$ cat config.mk
export PLATFORM = sky130hd
export DESIGN_NAME = prt_dp_pm_rom_ldr
export DESIGN_NICKNAME = d
export VERILOG_FILES = /design/src/rtl/prt_dp_pm_pkg.sv /design/src/rtl/prt_dp_pm_rom_ldr.sv
export SDC_FILE = /design/constraint.sdc
export NUM_CORES = 1
export LEC_CHECK = 0
export BUFFER_PORTS_ARGS = -buffer_cell sky130_fd_sc_hd__buf_2
export CORE_ASPECT_RATIO = 1.75
export CORE_MARGIN = 1.5
export CORE_UTILIZATION = 34
export CTS_CLUSTER_DIAMETER = 200
export DETAILED_ROUTE_END_ITERATION = 12
export SKIP_CTS_REPAIR_TIMING = 1
export SYNTH_ARGS = -nofsm -noshare
export SYNTH_HDL_FRONTEND = slang
export SYNTH_SLANG_ARGS = --single-unit
$ cat constraint.sdc
create_clock -name CLK_IN -period 2.2 [get_ports CLK_IN]
set_input_delay 0.22 -clock CLK_IN [delete_from_list [all_inputs] [get_ports CLK_IN]]
set_output_delay 0.22 -clock CLK_IN [all_outputs]
set_load 0.03 [all_outputs]
$ cat src/rtl/prt_dp_pm_pkg.sv
// Shared types for the policy-maker program ROM path.
// Holds the loader FSM states, word geometry and partial-word packing.
package prt_dp_pm_pkg;

    localparam int LP_WORD_W = 32;
    localparam int LP_LANES  = 4;
    localparam int LP_LANE_W = $clog2(LP_LANES);
    localparam int LP_BUF_W  = LP_WORD_W - 8;

    typedef enum logic [2:0] {
        ST_IDLE,
        ST_LOAD,
        ST_FLUSH,
        ST_DONE,
        ST_ERR
    } ldr_st_e;

    // Keep only the first n filled lanes; upper lanes read as zero.
    function automatic logic [LP_WORD_W-1:0] f_partial(
        input logic [LP_BUF_W-1:0]  b,
        input logic [LP_LANE_W-1:0] n
    );
        logic [LP_WORD_W-1:0] w;
        w = '0;
        case (n)
            2'd1:    w = {24'h0, b[7:0]};
            2'd2:    w = {16'h0, b[15:0]};
            2'd3:    w = {8'h0, b[23:0]};
            default: w = '0;
        endcase
        return w;
    endfunction

endpackage

$ cat src/rtl/prt_dp_pm_rom_ldr.sv
// Host image loader for the policy-maker program ROM.
// Packs bytes little-endian into 32-bit words and drives the ROM init port.
//
// Ports:
//   CLK_IN, RST_IN           clock, async active-high reset
//   LDR_STR/DAT/VLD/END_IN   host byte stream with start/end pulses
//   INIT_STR/DAT/VLD_OUT     ROM pointer clear, word, write strobe
//   PM_HOLD_OUT              holds the policy maker in reset while loading
//   STA_DONE/ERR/WRDS_OUT    load status for the host register block
module prt_dp_pm_rom_ldr
    import prt_dp_pm_pkg::*;
#(
    parameter int P_ADR = 10
) (
    input  logic                 CLK_IN,
    input  logic                 RST_IN,
    input  logic                 LDR_STR_IN,
    input  logic [7:0]           LDR_DAT_IN,
    input  logic                 LDR_VLD_IN,
    input  logic                 LDR_END_IN,
    output logic                 INIT_STR_OUT,
    output logic [31:0]          INIT_DAT_OUT,
    output logic                 INIT_VLD_OUT,
    output logic                 PM_HOLD_OUT,
    output logic                 STA_DONE_OUT,
    output logic                 STA_ERR_OUT,
    output logic [P_ADR:0]       STA_WRDS_OUT
);

    // Word count at which the ROM is full: 2**P_ADR.
    localparam logic [P_ADR:0]     LP_FULL = {1'b1, {P_ADR{1'b0}}};
    localparam logic [LP_LANE_W-1:0] LP_LAST = LP_LANE_W'(LP_LANES - 1);

    ldr_st_e                  state_q;
    logic [LP_LANE_W-1:0]     lane_q;
    logic [LP_BUF_W-1:0]      buf_q;
    logic [P_ADR:0]           wrds_q;
    logic                     str_q;
    logic [LP_WORD_W-1:0]     dat_q;
    logic                     vld_q;
    logic                     hold_q;
    logic                     done_q;
    logic                     err_q;

    logic [LP_LANE_W-1:0]     lane_d;
    logic [LP_BUF_W-1:0]      buf_d;
    logic [LP_WORD_W-1:0]     word_d;
    logic [LP_WORD_W-1:0]     part_d;
    logic                     lane_last;
    logic                     full;

    // Lane bookkeeping including the byte of this cycle, so an END that
    // arrives with a byte sees the updated lane and buffer.
    always_comb begin
        lane_last = (lane_q == LP_LAST);
        full      = (wrds_q == LP_FULL);
        lane_d    = lane_q;
        buf_d     = buf_q;
        if (LDR_VLD_IN) begin
            lane_d = lane_q + 1'b1;
            case (lane_q)
                2'd0:    buf_d[7:0]   = LDR_DAT_IN;
                2'd1:    buf_d[15:8]  = LDR_DAT_IN;
                2'd2:    buf_d[23:16] = LDR_DAT_IN;
                default: buf_d        = buf_q;
            endcase
        end
        word_d = {LDR_DAT_IN, buf_q};
        part_d = f_partial(buf_d, lane_d);
    end

    always_ff @(posedge CLK_IN or posedge RST_IN) begin
        if (RST_IN) begin
            state_q <= ST_IDLE;
            lane_q  <= '0;
            buf_q   <= '0;
            wrds_q  <= '0;
            str_q   <= 1'b0;
            dat_q   <= '0;
            vld_q   <= 1'b0;
            hold_q  <= 1'b0;
            done_q  <= 1'b0;
            err_q   <= 1'b0;
        end else begin
            str_q <= 1'b0;
            vld_q <= 1'b0;
            if (LDR_STR_IN) begin
                // Start overrides any byte or END in the same cycle.
                state_q <= ST_LOAD;
                str_q   <= 1'b1;
                lane_q  <= '0;
                buf_q   <= '0;
                wrds_q  <= '0;
                done_q  <= 1'b0;
                err_q   <= 1'b0;
                hold_q  <= 1'b1;
            end else begin
                unique case (state_q)
                    ST_LOAD: begin
                        if (LDR_VLD_IN) begin
                            lane_q <= lane_d;
                            buf_q  <= buf_d;
                        end
                        if (LDR_VLD_IN && lane_last) begin
                            if (full) begin
                                state_q <= ST_ERR;
                                err_q   <= 1'b1;
                            end else begin
                                dat_q  <= word_d;
                                vld_q  <= 1'b1;
                                wrds_q <= wrds_q + 1'b1;
                                if (LDR_END_IN) begin
                                    state_q <= ST_DONE;
                                    done_q  <= 1'b1;
                                    hold_q  <= 1'b0;
                                end
                            end
                        end else if (LDR_END_IN) begin
                            if (lane_d == '0) begin
                                state_q <= ST_DONE;
                                done_q  <= 1'b1;
                                hold_q  <= 1'b0;
                            end else if (full) begin
                                state_q <= ST_ERR;
                                err_q   <= 1'b1;
                            end else begin
                                // Partial word goes out now; FLUSH
                                // is the one-cycle gap before DONE.
                                dat_q   <= part_d;
                                vld_q   <= 1'b1;
                                wrds_q  <= wrds_q + 1'b1;
                                state_q <= ST_FLUSH;
                            end
                        end
                    end
                    ST_FLUSH: begin
                        state_q <= ST_DONE;
                        done_q  <= 1'b1;
                        hold_q  <= 1'b0;
                    end
                    default: begin
                        state_q <= state_q;
                    end
                endcase
            end
        end
    end

    assign INIT_STR_OUT = str_q;
    assign INIT_DAT_OUT = dat_q;
    assign INIT_VLD_OUT = vld_q;
    assign PM_HOLD_OUT  = hold_q;
    assign STA_DONE_OUT = done_q;
    assign STA_ERR_OUT  = err_q;
    assign STA_WRDS_OUT = wrds_q;

endmodule

==> reports/metrics.csv <==
stage,metric,value,unit
synth,synthDistinctLibCells,49,
hold_path,hold_path_class,in -> reg,
setup_path,cp_slowest_stage_delay,0.39,ns
clock_network,cts_num_sinks,77,
hold_path,hold_depth,2,
timing,worst_clock_skew,0.004317,ns
detailed_routing,ant_nets,0,
synth,ys_ff_latch,77,
cells_and_area,fill_cells,1110,
placement,placed_area,4468,um2
floorplanning,dieArea,12280,um2
synth,synth-edff-count,0,
setup_path,cp_num_buf_inv,2,
setup_path,r2r-end,INIT_DAT_OUT[28]$_DFFE_PP0P_,
detailed_routing,drc,0,
synth,ys.flop_type,dfrtp_1,
clock_network,clock_latency,0.33,ns
setup_path,path_cells,"inv_1, ha_1, nand4bb_4, and4_4, nand3_4, buf_12, mux2_2",
setup_path,critPathLaunchType,flop,
cells_and_area,drive_above_1_share,35.63,%
setup_path,crit_family,simple AND/OR/NAND/NOR gates,
clock_network,cts_tree,built,
detailed_routing,drtIter0Drc,126,
flow_run,cap_violations,0,
synth,synth_cells,328,
timing,period_minus_slack,2.112,ns
clock_network,cts_buffers,9,
grt,grt_pass1_wl,15210,um
clock_network,cts_buffer_depth,2,
synth,yosysSeqAreaShare,48.87,%
cells_and_area,area_growth,22.79,%
placement,gp_congestion,0.7700,
hold_path,whs_endpoint,buf_q[22]$_DFFE_PP0P_,
placement,port_buffers,60,
cells_and_area,regArea,1927,um2
cells_and_area,final_nets,421,
setup_path,cp_slowest_cell,ha_1,
placement,hpwl,6635,um
detailed_routing,dr.pass1.iters,4,
hold_path,worst_hold_startpoint,LDR_STR_IN,
synth,avgSynthCellArea,12.02,um2
timing,holdWs,0.2427,ns
synth,syn_nets,347,
cells_and_area,multi_input_area,1887,um2
pwr,power.density,848.5,nW/um2
detailed_routing,vias,2816,
timing,hold_viol,0,
cells_and_area,n_antenna_cell,0,
grt,antenna_found_initial,0,
detailed_routing,drt-vias-per-instance,5.224,
cells_and_area,final_util,43.10,%
detailed_routing,routed_wl,9316,um
grt,track_usage,15.62,%
timing,fmax,473.4,MHz
floorplanning,io_pins,61,
floorplanning,die_h,145.5,um
timing,finalCritPeriodShare,96.01,%
timing,tightestPinTransition,0.5908,ns
setup_path,critical_path.max_fanout,11,
timing,drv_slew,0,
pwr,ir_drop,0.4037,mV
synth,synthesis.area,3943,um2
setup_path,crit_type,reg -> reg,
floorplanning,initial_utilization,35.10,%
floorplanning,rows,51,
synth,yosys_warnings,0,
setup_path,endpoint_kind,flop,
clock_network,htreeDepth,3,
setup_path,r2r_cells,7,
floorplanning,core_area,11230,um2
grt,overflow,0,
grt,grt_pass1_vias,2914,
grt,grt_max_degree,36,
timing,setup_viol,0,
pwr,p_leak,2.610,nW
setup_path,r2r-start,lane_q[0]$_DFFE_PP0P_,
setup_path,required,2.42,ns
setup_path,r2r_slack,0.09,ns
cells_and_area,fin_area,4841,um2
timing,timing.slew.headroom,60.35,%
clock_network,clkTransAtPathRegs,0.06,ns
floorplanning,die_w,84.40,um
clock_network,root_buffer,clkbuf_16,
synth,async_flop_share,100.0,%
setup_path,cp_data_arrival_time,2.33,ns
detailed_routing,wl_per_cell,17.28,um
run_status,status,completed,
worst max path at each step:
stage	start	endpoint	slack, ns	depth (start not counted)
after floorplan	lane_q[0]$_DFFE_PP0P_	INIT_DAT_OUT[10]$_DFFE_PP0P_	-0.02	8
after global placement	lane_q[0]$_DFFE_PP0P_	STA_WRDS_OUT[9]$_DFFE_PP0P_	0.08	6
after detailed placement	lane_q[0]$_DFFE_PP0P_	STA_WRDS_OUT[9]$_DFFE_PP0P_	0.04	6
after CTS	lane_q[0]$_DFFE_PP0P_	STA_WRDS_OUT[9]$_DFFE_PP0P_	0.03	6
after global routing	lane_q[0]$_DFFE_PP0P_	STA_WRDS_OUT[8]$_DFFE_PP0P_	-0.01	7
final	lane_q[0]$_DFFE_PP0P_	INIT_DAT_OUT[28]$_DFFE_PP0P_	0.09	7
final cells by class:
class / count / area share [%]
flip-flops and latches: 77 / 39.80
multi-input cells: 222 / 38.98
repair buffers: 81 / 10.55
clock buffers: 11 / 5.221
well taps: 132 / 3.412
clock inverters: 5 / 1.189
inverters: 11 / 0.8529
kinds of logic after synthesis:
family                     after synthesis  share of synthesized area (%)
muxes                                   59                          18.82
adders and majority gates                6                          1.904
DFF                                     77                          48.87
xor gates and xnor gates                 1                         0.2222
AOI/OAI and AO/OA                       60                          11.27
and+or+nand+nor                         96                          14.31
buffers and inverters                   29                          4.602
power breakdown:
group          internal (W)  switching (W)
logic              0.000397       0.000575
registers           0.00154      0.0000732
clock network      0.000942       0.000579
total               0.00288        0.00123
per-layer routing:
metal  GRT usage, %  wire length, um  share of wire, %  vias up
met5              0                0                 0        -
met4          6.452              216               2.3        0
met3          3.403              358               3.8       14
met2          26.84             4833                52       59
met1          18.75             3907                42     1395
li1               -                -                 -     1348
cell usage in the layout (no fill, tap or decap), types with 3 or more instances in the layout:
master	synthesis	routed
a21oi_1	13	13
nor2_1	31	31
nand4_1	3	3
o21ai_0	7	7
mux2_4	29	29
ha_1	6	6
clkbuf_16	0	9
buf_12	3	4
inv_1	11	10
buf_2	1	60
buf_4	0	16
mux2_2	5	5
nor2b_1	3	3
nand2_1	8	8
a32o_1	9	9
and2_1	3	3
a31oi_1	4	3
dfrtp_1	77	77
nand3_1	12	12
mux2i_1	25	25
or3_1	4	4
and3_1	12	12
a22o_1	17	17
per-stage QoR:
stage,worst slack (ns),cells,power [W],TNS [ns]
global placement,0.08454,522,0.002583,0
detailed placement,0.04448,522,0.002593,0
floorplan,-0.01572,328,0.002326,-0.4278
global route,-0.01318,539,0.004308,-0.01318
finish,0.08773,539,0.004108,0
CTS,0.02572,538,0.004141,0
Yosys cell counts (all sizes together) (2+ instances only):
cell	n	area [um2]
a22o	17	148.9
or2	2	12.51
ha	6	75.07
a32o	9	90.09
nor2b	3	18.77
mux2i	25	250.2
a21o	2	15.01
or3	5	36.28
clkbuf	8	30.03
o31ai	2	15.01
nand3	13	77.58
a21oi	13	65.06
nor4b	2	30.03
and2	3	18.77
a31oi	4	25.02
nor2	31	116.4
and3	12	75.07
mux2	34	491.7
o21ai	8	40.03
nor4	2	12.51
nand2	8	30.03
nand4	4	31.28
inv	11	41.29
dfrtp	77	1927
buf	10	110.1
and4	3	28.78
flip-flops by register name, summed over array words and instances, names as in the netlist:
signal	flops
buf_q	24
INIT_STR_OUT	1
PM_HOLD_OUT	1
lane_q	2
INIT_DAT_OUT	32
STA_ERR_OUT	1
state_q	3
INIT_VLD_OUT	1
STA_WRDS_OUT	11
STA_DONE_OUT	1
(Power assumes the default switching activity.)
